File: src/rtl/cook_ctrl_fsm.sv
// Microwave cook controller: edge-detected keys, pause/resume, end-of-cook beep
// and PWM power gating of the magnetron, with legacy S/R timer outputs.
module cook_ctrl_fsm #(
    parameter int PWR_W       = 3,
    parameter int BEEP_CYCLES = 1000
) (
    input  logic             clk,
    input  logic             rst,
    input  logic             startn,
    input  logic             stopn,
    input  logic             clearn,
    input  logic             door_closed,
    input  logic             timer_done,
    input  logic [PWR_W-1:0] power_level,
    output logic             S,
    output logic             R,
    output logic             timer_clear,
    output logic             mag_on,
    output logic             beep,
    output logic             lamp,
    output logic [1:0]       state
);

    localparam int BW = (BEEP_CYCLES > 1) ? $clog2(BEEP_CYCLES) : 1;
    localparam logic [BW-1:0]    BEEP_LAST = BW'(BEEP_CYCLES - 1);
    localparam logic [PWR_W-1:0] PWM_MAX   = ~PWR_W'(1);

    typedef enum logic [1:0] {
        IDLE  = 2'b00,
        COOK  = 2'b01,
        PAUSE = 2'b10,
        DONE  = 2'b11
    } state_t;

    state_t           state_q, state_d;
    logic             startn_q, stopn_q;
    logic [PWR_W-1:0] pwm_cnt_q, pwm_cnt_d;
    logic [PWR_W-1:0] pwr_lat_q, pwr_lat_d;
    logic [BW-1:0]    beep_cnt_q, beep_cnt_d;
    logic             tclr_q, tclr_d;
    logic             s_q, beep_q;

    logic start_ev, stop_ev, clear;

    assign start_ev = startn_q & ~startn;
    assign stop_ev  = stopn_q & ~stopn;
    assign clear    = ~clearn;

    always_comb begin
        state_d    = state_q;
        pwm_cnt_d  = pwm_cnt_q;
        pwr_lat_d  = pwr_lat_q;
        beep_cnt_d = beep_cnt_q;
        tclr_d     = 1'b0;
        unique case (state_q)
            IDLE: begin
                if (clear) begin
                    tclr_d = 1'b1;
                end else if (start_ev & door_closed & ~timer_done) begin
                    state_d   = COOK;
                    pwr_lat_d = power_level;
                    pwm_cnt_d = '0;
                end
            end
            COOK: begin
                pwm_cnt_d = (pwm_cnt_q == PWM_MAX) ? '0 : pwm_cnt_q + 1'b1;
                if (clear) begin
                    state_d = IDLE;
                    tclr_d  = 1'b1;
                end else if (~door_closed | stop_ev) begin
                    state_d = PAUSE;
                end else if (timer_done) begin
                    state_d    = DONE;
                    beep_cnt_d = '0;
                end
            end
            PAUSE: begin
                // a second stop while paused cancels the cook
                if (clear | stop_ev) begin
                    state_d = IDLE;
                    tclr_d  = 1'b1;
                end else if (start_ev & door_closed) begin
                    state_d   = COOK;
                    pwr_lat_d = power_level;
                    pwm_cnt_d = '0;
                end
            end
            DONE: begin
                if (clear | stop_ev | ~door_closed) begin
                    state_d = IDLE;
                end else if (beep_cnt_q == BEEP_LAST) begin
                    state_d = IDLE;
                end else begin
                    beep_cnt_d = beep_cnt_q + 1'b1;
                end
            end
            default: state_d = IDLE;
        endcase
    end

    always_ff @(posedge clk) begin
        if (rst) begin
            state_q    <= IDLE;
            startn_q   <= 1'b1;
            stopn_q    <= 1'b1;
            pwm_cnt_q  <= '0;
            pwr_lat_q  <= '0;
            beep_cnt_q <= '0;
            tclr_q     <= 1'b0;
            s_q        <= 1'b0;
            beep_q     <= 1'b0;
        end else begin
            state_q    <= state_d;
            startn_q   <= startn;
            stopn_q    <= stopn;
            pwm_cnt_q  <= pwm_cnt_d;
            pwr_lat_q  <= pwr_lat_d;
            beep_cnt_q <= beep_cnt_d;
            tclr_q     <= tclr_d;
            s_q        <= (state_d == COOK);
            beep_q     <= (state_d == DONE);
        end
    end

    // door and reset gate the magnetron without waiting for a clock edge
    assign mag_on = (state_q == COOK) & door_closed & ~rst
                  & (pwm_cnt_q < pwr_lat_q);

    assign S           = s_q;
    assign R           = ~s_q;
    assign timer_clear = tclr_q;
    assign beep        = beep_q;
    assign lamp        = (state_q != IDLE) | ~door_closed;
    assign state       = state_q;

endmodule
File: config.mk
export PLATFORM = sky130hd
export DESIGN_NAME = cook_ctrl_fsm
export DESIGN_NICKNAME = d
export VERILOG_FILES = /design/src/rtl/cook_ctrl_fsm.sv
export SDC_FILE = /design/constraint.sdc
export NUM_CORES = 1
export LEC_CHECK = 0
export CORE_ASPECT_RATIO = 0.7
export CORE_UTILIZATION = 47
export CTS_BUF_LIST = sky130_fd_sc_hd__clkbuf_4 sky130_fd_sc_hd__clkbuf_8
export DETAILED_ROUTE_END_ITERATION = 7
export PLACE_DENSITY = 0.71
export SYNTH_ARGS = -nofsm -noshare
export SYNTH_HDL_FRONTEND = slang
export SYNTH_SLANG_ARGS = --single-unit
export TNS_END_PERCENT = 30
File: constraint.sdc
create_clock -name clk -period 2.39 [get_ports clk]
set_input_delay 0.478 -clock clk [delete_from_list [all_inputs] [get_ports clk]]
set_output_delay 0.478 -clock clk [all_outputs]
set_load 0.03 [all_outputs]
==> results of run 1 <==
## per-layer routing
metal / global-route usage, % / wire [µm] / vias to the layer above
met4: 6.22 / 7 / 0
met3: 9.25 / 267 / 2
met5: 0 / 0 / -
li1: - / - / 582
met2: 35.4 / 1220 / 46
met1: 28.5 / 1360 / 537
## layout by cell type (no fill, tap or decap), types with 5 or more instances in the layout
cell type and count:
dfxtp_1 23, nor2_1 8, inv_1 5, nand2_1 11
buf_4 5, o21ai_0 7, nand2b_1 5, clkdlybuf4s50_1 16
a21oi_1 14, nand3_1 5
## power groups by stage
stage | Sequential, µW | Combinational [µW] | Clock (µW)
after floorplan | 407 | 47.3 | 0
after global placement | 404 | 89.7 | 0
after detailed placement | 405 | 92.1 | 0
after CTS | 396 | 92.2 | 259
after global routing | 396 | 99.8 | 276
final | 395 | 92.6 | 250
## how the worst max path moves through the flow
| stage | from | to |
|---|---|---|
| finish | state[0] | lamp |
| global route | state[0] | lamp |
| CTS | state[0] | lamp |
| detailed placement | door_closed | lamp |
| global placement | door_closed | lamp |
| floorplan | state[1] | mag_on |
## through the flow
step | instance area, µm² | std cells | worst slack, ns | hold slack (ns) | power, µW
2_1_floorplan | 1280 | 145 | 0.406 | 0.452 | 454
3_3_place_gp | 1490 | 195 | 0.221 | 0.466 | 494
3_5_place_dp | 1490 | 195 | 0.168 | 0.474 | 497
4_1_cts | 1540 | 199 | 0.144 | 0.489 | 747
5_1_grt | 1540 | 199 | 0.0961 | 0.551 | 772
6_report | 1540 | 199 | 0.161 | 0.491 | 738
## cells by family (layout without fill, tap and decap cells)
family / Yosys count / in the layout
muxes: 4 / 4
DFF: 23 / 23
buffers and inverters: 10 / 30
xor gates and xnor gates: 1 / 1
adders and majority gates: 3 / 3
and+or+nand+nor: 64 / 64
AOI/OAI and AO/OA: 40 / 40
## cell type report
type / count / area, µm²
Timing Repair Buffer: 21 / 198
Fill cell: 234 / 972
Tap cell: 34 / 42.5
Sequential cell: 23 / 460
Inverter: 5 / 18.8
Multi-Input combinational cell: 112 / 774
Clock buffer: 4 / 48.8
## worst register-to-register path, stage by stage, from the launching register on
cell	delay (ns)
dfxtp_1	0.59
o21a_1	0.27
nand3_2	0.14
or4_1	0.53
a21oi_1	0.15
## registers in the layout, summed over array words and instances, names as in the netlist
name         flops
beep             1
beep_cnt_q      10
startn_q         1
S                1
state            2
timer_clear      1
pwr_lat_q        3
pwm_cnt_q        3
stopn_q          1
==> impl_metrics.env, run 1 <==
export IMPL_grt_start_max_net_pins=18
export IMPL_ant_nets=0
export IMPL_area_growth_pct=20.4
export IMPL_core_area_um2=2510
export IMPL_portBuffers=17
export IMPL_drt_iter0_markers=74
export IMPL_cts_tree="yes"
export IMPL_hold_path_end="beep_cnt_q[9]"
export IMPL_post_cts_resized=0
export IMPL_maxCapViolCount=0
export IMPL_max_slew_margin_pct=49.8
export IMPL_synth_edf_count=0
export IMPL_power_leakage_uw=0.000523
export IMPL_antenna_found_initial=0
export IMPL_worst_r2r_cell_count=4
export IMPL_globalRouteOverflowTotal=0
export IMPL_ys_seq_area_share_pct=35.9
export IMPL_initial_utilization_pct=50.9
export IMPL_drive_above_1_share_pct=13.3
export IMPL_synth_common_cells="23 x dfxtp_1, 14 x a21oi_1, 11 x nand2_1, 8 x nor2_1, 7 x o21ai_0"
export IMPL_cp_end_kind="primary output"
export IMPL_rsz0062_at_grt="false"
export IMPL_ys_flop_type="dfxtp_1"
export IMPL_worst_pin_slew_ns=0.751
export IMPL_ctsHoldBuffers=0
export IMPL_switchingPower_uw=176
export IMPL_drc=0
export IMPL_synthAdderAreaFrac_pct=2.93
export IMPL_viasPerCell=5.86
export IMPL_track_usage_pct=22.4
export IMPL_post_cts_buffers=0
export IMPL_finalNetCount=179
export IMPL_synth_nets=158
export IMPL_clk_path_buf_depth=2
export IMPL_worstSetupPathType="flip-flop to primary output"
export IMPL_synth_mux_area_share_pct=3.13
export IMPL_dp_hpwl_um=2230
export IMPL_p_per_area_nw_per_um2=478
export IMPL_cts_root_buffer="clkbuf_8"
export IMPL_synth_warnings=0
export IMPL_synth_top_cell_by_area="dfxtp_1"
export IMPL_max_stage_delay_ns=0.67
export IMPL_slowest_stage="clkdlybuf4s50_1"
export IMPL_h_tree_depth=1
export IMPL_synth_area_leaders="dfxtp_1 36%, a21oi_1 5.5%, nand2_1 3.2%, mux2i_1 3.1%, ha_1 2.9%"
export IMPL_async_reset_ff_share_pct=0
export IMPL_grt_pass1_vias=1113
export IMPL_outcome="finished, final reports clean"
export IMPL_wl_per_cell_um=14.3
export IMPL_syn_inst=145
export IMPL_min_path_cells=2
export IMPL_synth_top_area_share_pct=35.9
export IMPL_cp_depth=3
export IMPL_path_delay_family="buffers and inverters"
export IMPL_synth_compound_area_share_pct=20.6
export IMPL_ios=18
export IMPL_cts_clk_slew_worst_paths_ns=0.08
export IMPL_worstSetupStartpointType="flip-flop"
export IMPL_clk_latency_ns=0.26
export IMPL_p_int_uw=562
export IMPL_crit_chain="nor2_1 -> nand2_1 -> clkdlybuf4s50_1"
export IMPL_r2r_start="state[0]"
export IMPL_worstPathRequired_ns=1.91
export IMPL_arrival_ns=1.75
export IMPL_cts_sinks=23
export IMPL_setup_viol=0
export IMPL_ys_seq_elements=23
export IMPL_min_delay_start="beep_cnt_q[9]"
export IMPL_hold_viol_final=0
export IMPL_ir_worst_vdd_mv=0.288
export IMPL_vias=1167
export IMPL_setup_tns_ns=0
export IMPL_netlist_area_um2=1280
export IMPL_comb_power_share_pct=12.6
export IMPL_r2r_end="beep_cnt_q[3]"
export IMPL_die_w_um=64.4
export IMPL_worstPathMaxFanout=11
export IMPL_gp_congestion=0.835
export IMPL_grt_pass1_wl_um=4950
export IMPL_synth_top_family_by_area="simple AND/OR/NAND/NOR gates"
export IMPL_fin_crit_sh_pct=93.3
export IMPL_antenna_cells=0
export IMPL_row_count=15
export IMPL_crit_buf_inv=1
export IMPL_wirelength_um=2860
export IMPL_fin_skew_ns=0.00832
export IMPL_synth_xor_area_share_pct=0.684
export IMPL_p_sw_share_pct=23.9
export IMPL_power_share_clock_pct=33.9
export IMPL_final_util_pct=61.3
export IMPL_numCtsBuffers=3
export IMPL_pwr_share_seq_pct=53.6
export IMPL_avgSynthCellArea_um2=8.84
export IMPL_die_area_um2=2940
export IMPL_synth_cell_types=46
export IMPL_clock_fmax_ghz=0.449
export IMPL_drtPass1Iterations=4
export IMPL_r2r_setup_slack_ns=0.64
export IMPL_dieHeight_um=45.7
export IMPL_hp_class="flip-flop to flip-flop"
export IMPL_min_period_ns=2.23
export IMPL_post_synth_top_count_cell="dfxtp_1"
export IMPL_maxSlewViolCount=0
export IMPL_yosys_area_share_simple_pct=33.1
No activity file was read; power rests on OpenSTA's default activity.
==> run 2, diff against run 1 <==
--- a/config.mk
+++ b/config.mk
@@ -5,6 +5,7 @@
 export SDC_FILE = /design/constraint.sdc
 export NUM_CORES = 1
 export LEC_CHECK = 0
+export ABC_CLOCK_PERIOD_IN_PS = 2390
 export CORE_ASPECT_RATIO = 0.7
 export CORE_UTILIZATION = 47
 export CTS_BUF_LIST = sky130_fd_sc_hd__clkbuf_4 sky130_fd_sc_hd__clkbuf_8
==> results of run 2 <==
The final DEF is identical to that of run 1; final timing and power are the same.
==> run 3, diff against run 2 <==
--- a/config.mk
+++ b/config.mk
@@ -6,7 +6,7 @@
 export NUM_CORES = 1
 export LEC_CHECK = 0
 export ABC_CLOCK_PERIOD_IN_PS = 2390
-export CORE_ASPECT_RATIO = 0.7
+export CORE_MARGIN = 2
 export CORE_UTILIZATION = 47
 export CTS_BUF_LIST = sky130_fd_sc_hd__clkbuf_4 sky130_fd_sc_hd__clkbuf_8
 export DETAILED_ROUTE_END_ITERATION = 7
==> run 3 against run 2 <==
Net effect:
- clock skew down 0.0058 ns
- flip-flop and latch count unchanged
- non-clock buffer count rose by 1
- final area decreased by 1.1%
- via count is the same
- sequential share of layout area rose by 0.32 points
- clock power down 24%
- cell count shrank 1.5%
- largest cell class unchanged
- largest power group unchanged
- highest routed layer unchanged
==> impl_metrics.env, run 3 (synthesis results as in run 1) <==
export IMPL_cts_clk_slew_worst_paths_ns=0.12
export IMPL_n_fill_cell=213
export IMPL_worstSetupStartpointType="flip-flop"
export IMPL_finalNetCount=180
export IMPL_antenna_found_initial=0
export IMPL_largest_reg_flops=10
export IMPL_fin_skew_ns=0.00255
export IMPL_min_delay_start="beep_cnt_q[9]"
export IMPL_grt_start_max_net_pins=18
export IMPL_hold_path_end="beep_cnt_q[9]"
export IMPL_track_usage_pct=18.3
export IMPL_final_common_cell="dfxtp_1"
export IMPL_arrival_ns=1.79
export IMPL_grt_pass1_vias=1072
export IMPL_layout_common_cells="23 x dfxtp_1, 16 x clkdlybuf4s50_1, 14 x a21oi_1"
export IMPL_worst_pin_slew_ns=0.664
export IMPL_top_regs="beep_cnt_q (10), pwm_cnt_q (3), pwr_lat_q (3)"
export IMPL_ctsHoldBuffers=0
export IMPL_wirelength_um=2750
export IMPL_vias=1167
export IMPL_p_sw_share_pct=25.0
export IMPL_grt_pass1_wl_um=4770
export IMPL_r2r_setup_slack_ns=0.62
export IMPL_pwr_share_seq_pct=58.3
export IMPL_sequential_cell_area_um2=460
export IMPL_p_per_area_nw_per_um2=445
export IMPL_min_path_cells=2
export IMPL_drt_iter0_markers=52
export IMPL_multi_input_area_um2=774
export IMPL_hp_class="flip-flop to flip-flop"
export IMPL_power_leakage_uw=0.000520
export IMPL_clk_path_buf_depth=2
export IMPL_dieHeight_um=56.2
export IMPL_worstPathRequired_ns=1.91
export IMPL_worstPathMaxFanout=11
export IMPL_hold_viol_final=0
export IMPL_cts_root_buffer="clkbuf_4"
export IMPL_setup_viol=0
export IMPL_portBuffers=17
export IMPL_fin_crit_sh_pct=94.8
export IMPL_gp_congestion=0.834
export IMPL_rsz0062_at_grt="false"
export IMPL_globalRouteOverflowTotal=0
export IMPL_cts_sinks=23
export IMPL_h_tree_depth=1
export IMPL_area_growth_pct=19.1
export IMPL_comb_power_share_pct=13.6
export IMPL_regMostFlops="beep_cnt_q"
export IMPL_clock_fmax_ghz=0.441
export IMPL_maxCapViolCount=0
export IMPL_row_count=18
export IMPL_worst_r2r_cell_count=4
export IMPL_ant_nets=0
export IMPL_cts_tree="yes"
export IMPL_ir_worst_vdd_mv=0.288
export IMPL_cp_end_kind="primary output"
export IMPL_r2r_end="beep_cnt_q[7]"
export IMPL_p_int_uw=509
export IMPL_drtPass1Iterations=4
export IMPL_initial_utilization_pct=50.8
export IMPL_clk_latency_ns=0.30
export IMPL_wl_per_cell_um=14.0
export IMPL_dp_worst_setup_slack_ns=0.190
export IMPL_dp_hpwl_um=2080
export IMPL_outcome="finished, final reports clean"
export IMPL_numCtsBuffers=3
export IMPL_viasPerCell=5.95
export IMPL_drc=0
export IMPL_min_period_ns=2.27
export IMPL_drive_above_1_share_pct=13.9
export IMPL_switchingPower_uw=170
export IMPL_final_util_pct=60.5
export IMPL_core_area_um2=2520
export IMPL_hold_slack_ns=0.490
export IMPL_die_area_um2=3160
export IMPL_post_cts_resized=0
export IMPL_setup_slack_ns=0.125
export IMPL_max_slew_margin_pct=55.7
export IMPL_die_w_um=56.2
export IMPL_power_share_clock_pct=28.0
export IMPL_ios=18
export IMPL_worstSetupPathType="flip-flop to primary output"
export IMPL_r2r_start="state[0]"
export IMPL_post_cts_buffers=0
export IMPL_maxSlewViolCount=0
export IMPL_antenna_cells=0
export IMPL_setup_tns_ns=0
run 3: cell count changes in the layout (fill, tap and decap cells not counted):
cell	change
buf_4	+1
clkbuf_4	+3
clkbuf_8	-3
run 3: worst max-delay path by stage:
stage	from	end	slack [ns]
after floorplan	state[1]	mag_on	0.41
after global placement	door_closed	lamp	0.22
after detailed placement	door_closed	beep_cnt_q[7]	0.19
after CTS	state[0]	lamp	0.11
after global routing	state[0]	lamp	0.05
final	state[0]	lamp	0.12
run 3: final cells by class:
class                      instances  area share, %
multi-input combinational        112           50.7
inverter                           5           1.23
timing repair buffer              22           13.4
tap                               30           2.46
clock buffer                       4           1.97
sequential                        23           30.2
run 3: worst max-delay path: stages, from the launching register on:
cell and delay [ns]:
dfxtp_1 0.63, nor2_1 0.11, nand2_1 0.08, clkdlybuf4s50_1 0.66
run 3: routing by layer:
metal | up-vias | global-route usage, % | share of wire [%]
met3 | 2 | 3.26 | 6.3
met1 | 541 | 25.6 | 47
li1 | 584 | - | -
met5 | - | 0 | 0
met4 | 0 | 4.08 | 0.55
met2 | 40 | 29.4 | 46
run 3: power by group through the flow:
stage	clock network, µW	registers (µW)	logic, µW
after floorplan	0	407	47.3
after global placement	0	404	90.9
after detailed placement	0	405	92.7
after CTS	199	396	93.1
after global routing	214	397	100
final	190	396	92.7
run 3: stage by stage:
| step | area, µm² | std cells | total power, µW |
|---|---|---|---|
| after floorplan | 1280 | 145 | 454 |
| after global placement | 1500 | 192 | 495 |
| after detailed placement | 1500 | 192 | 497 |
| after CTS | 1530 | 196 | 688 |
| after global routing | 1530 | 196 | 711 |
| final | 1530 | 196 | 679 |
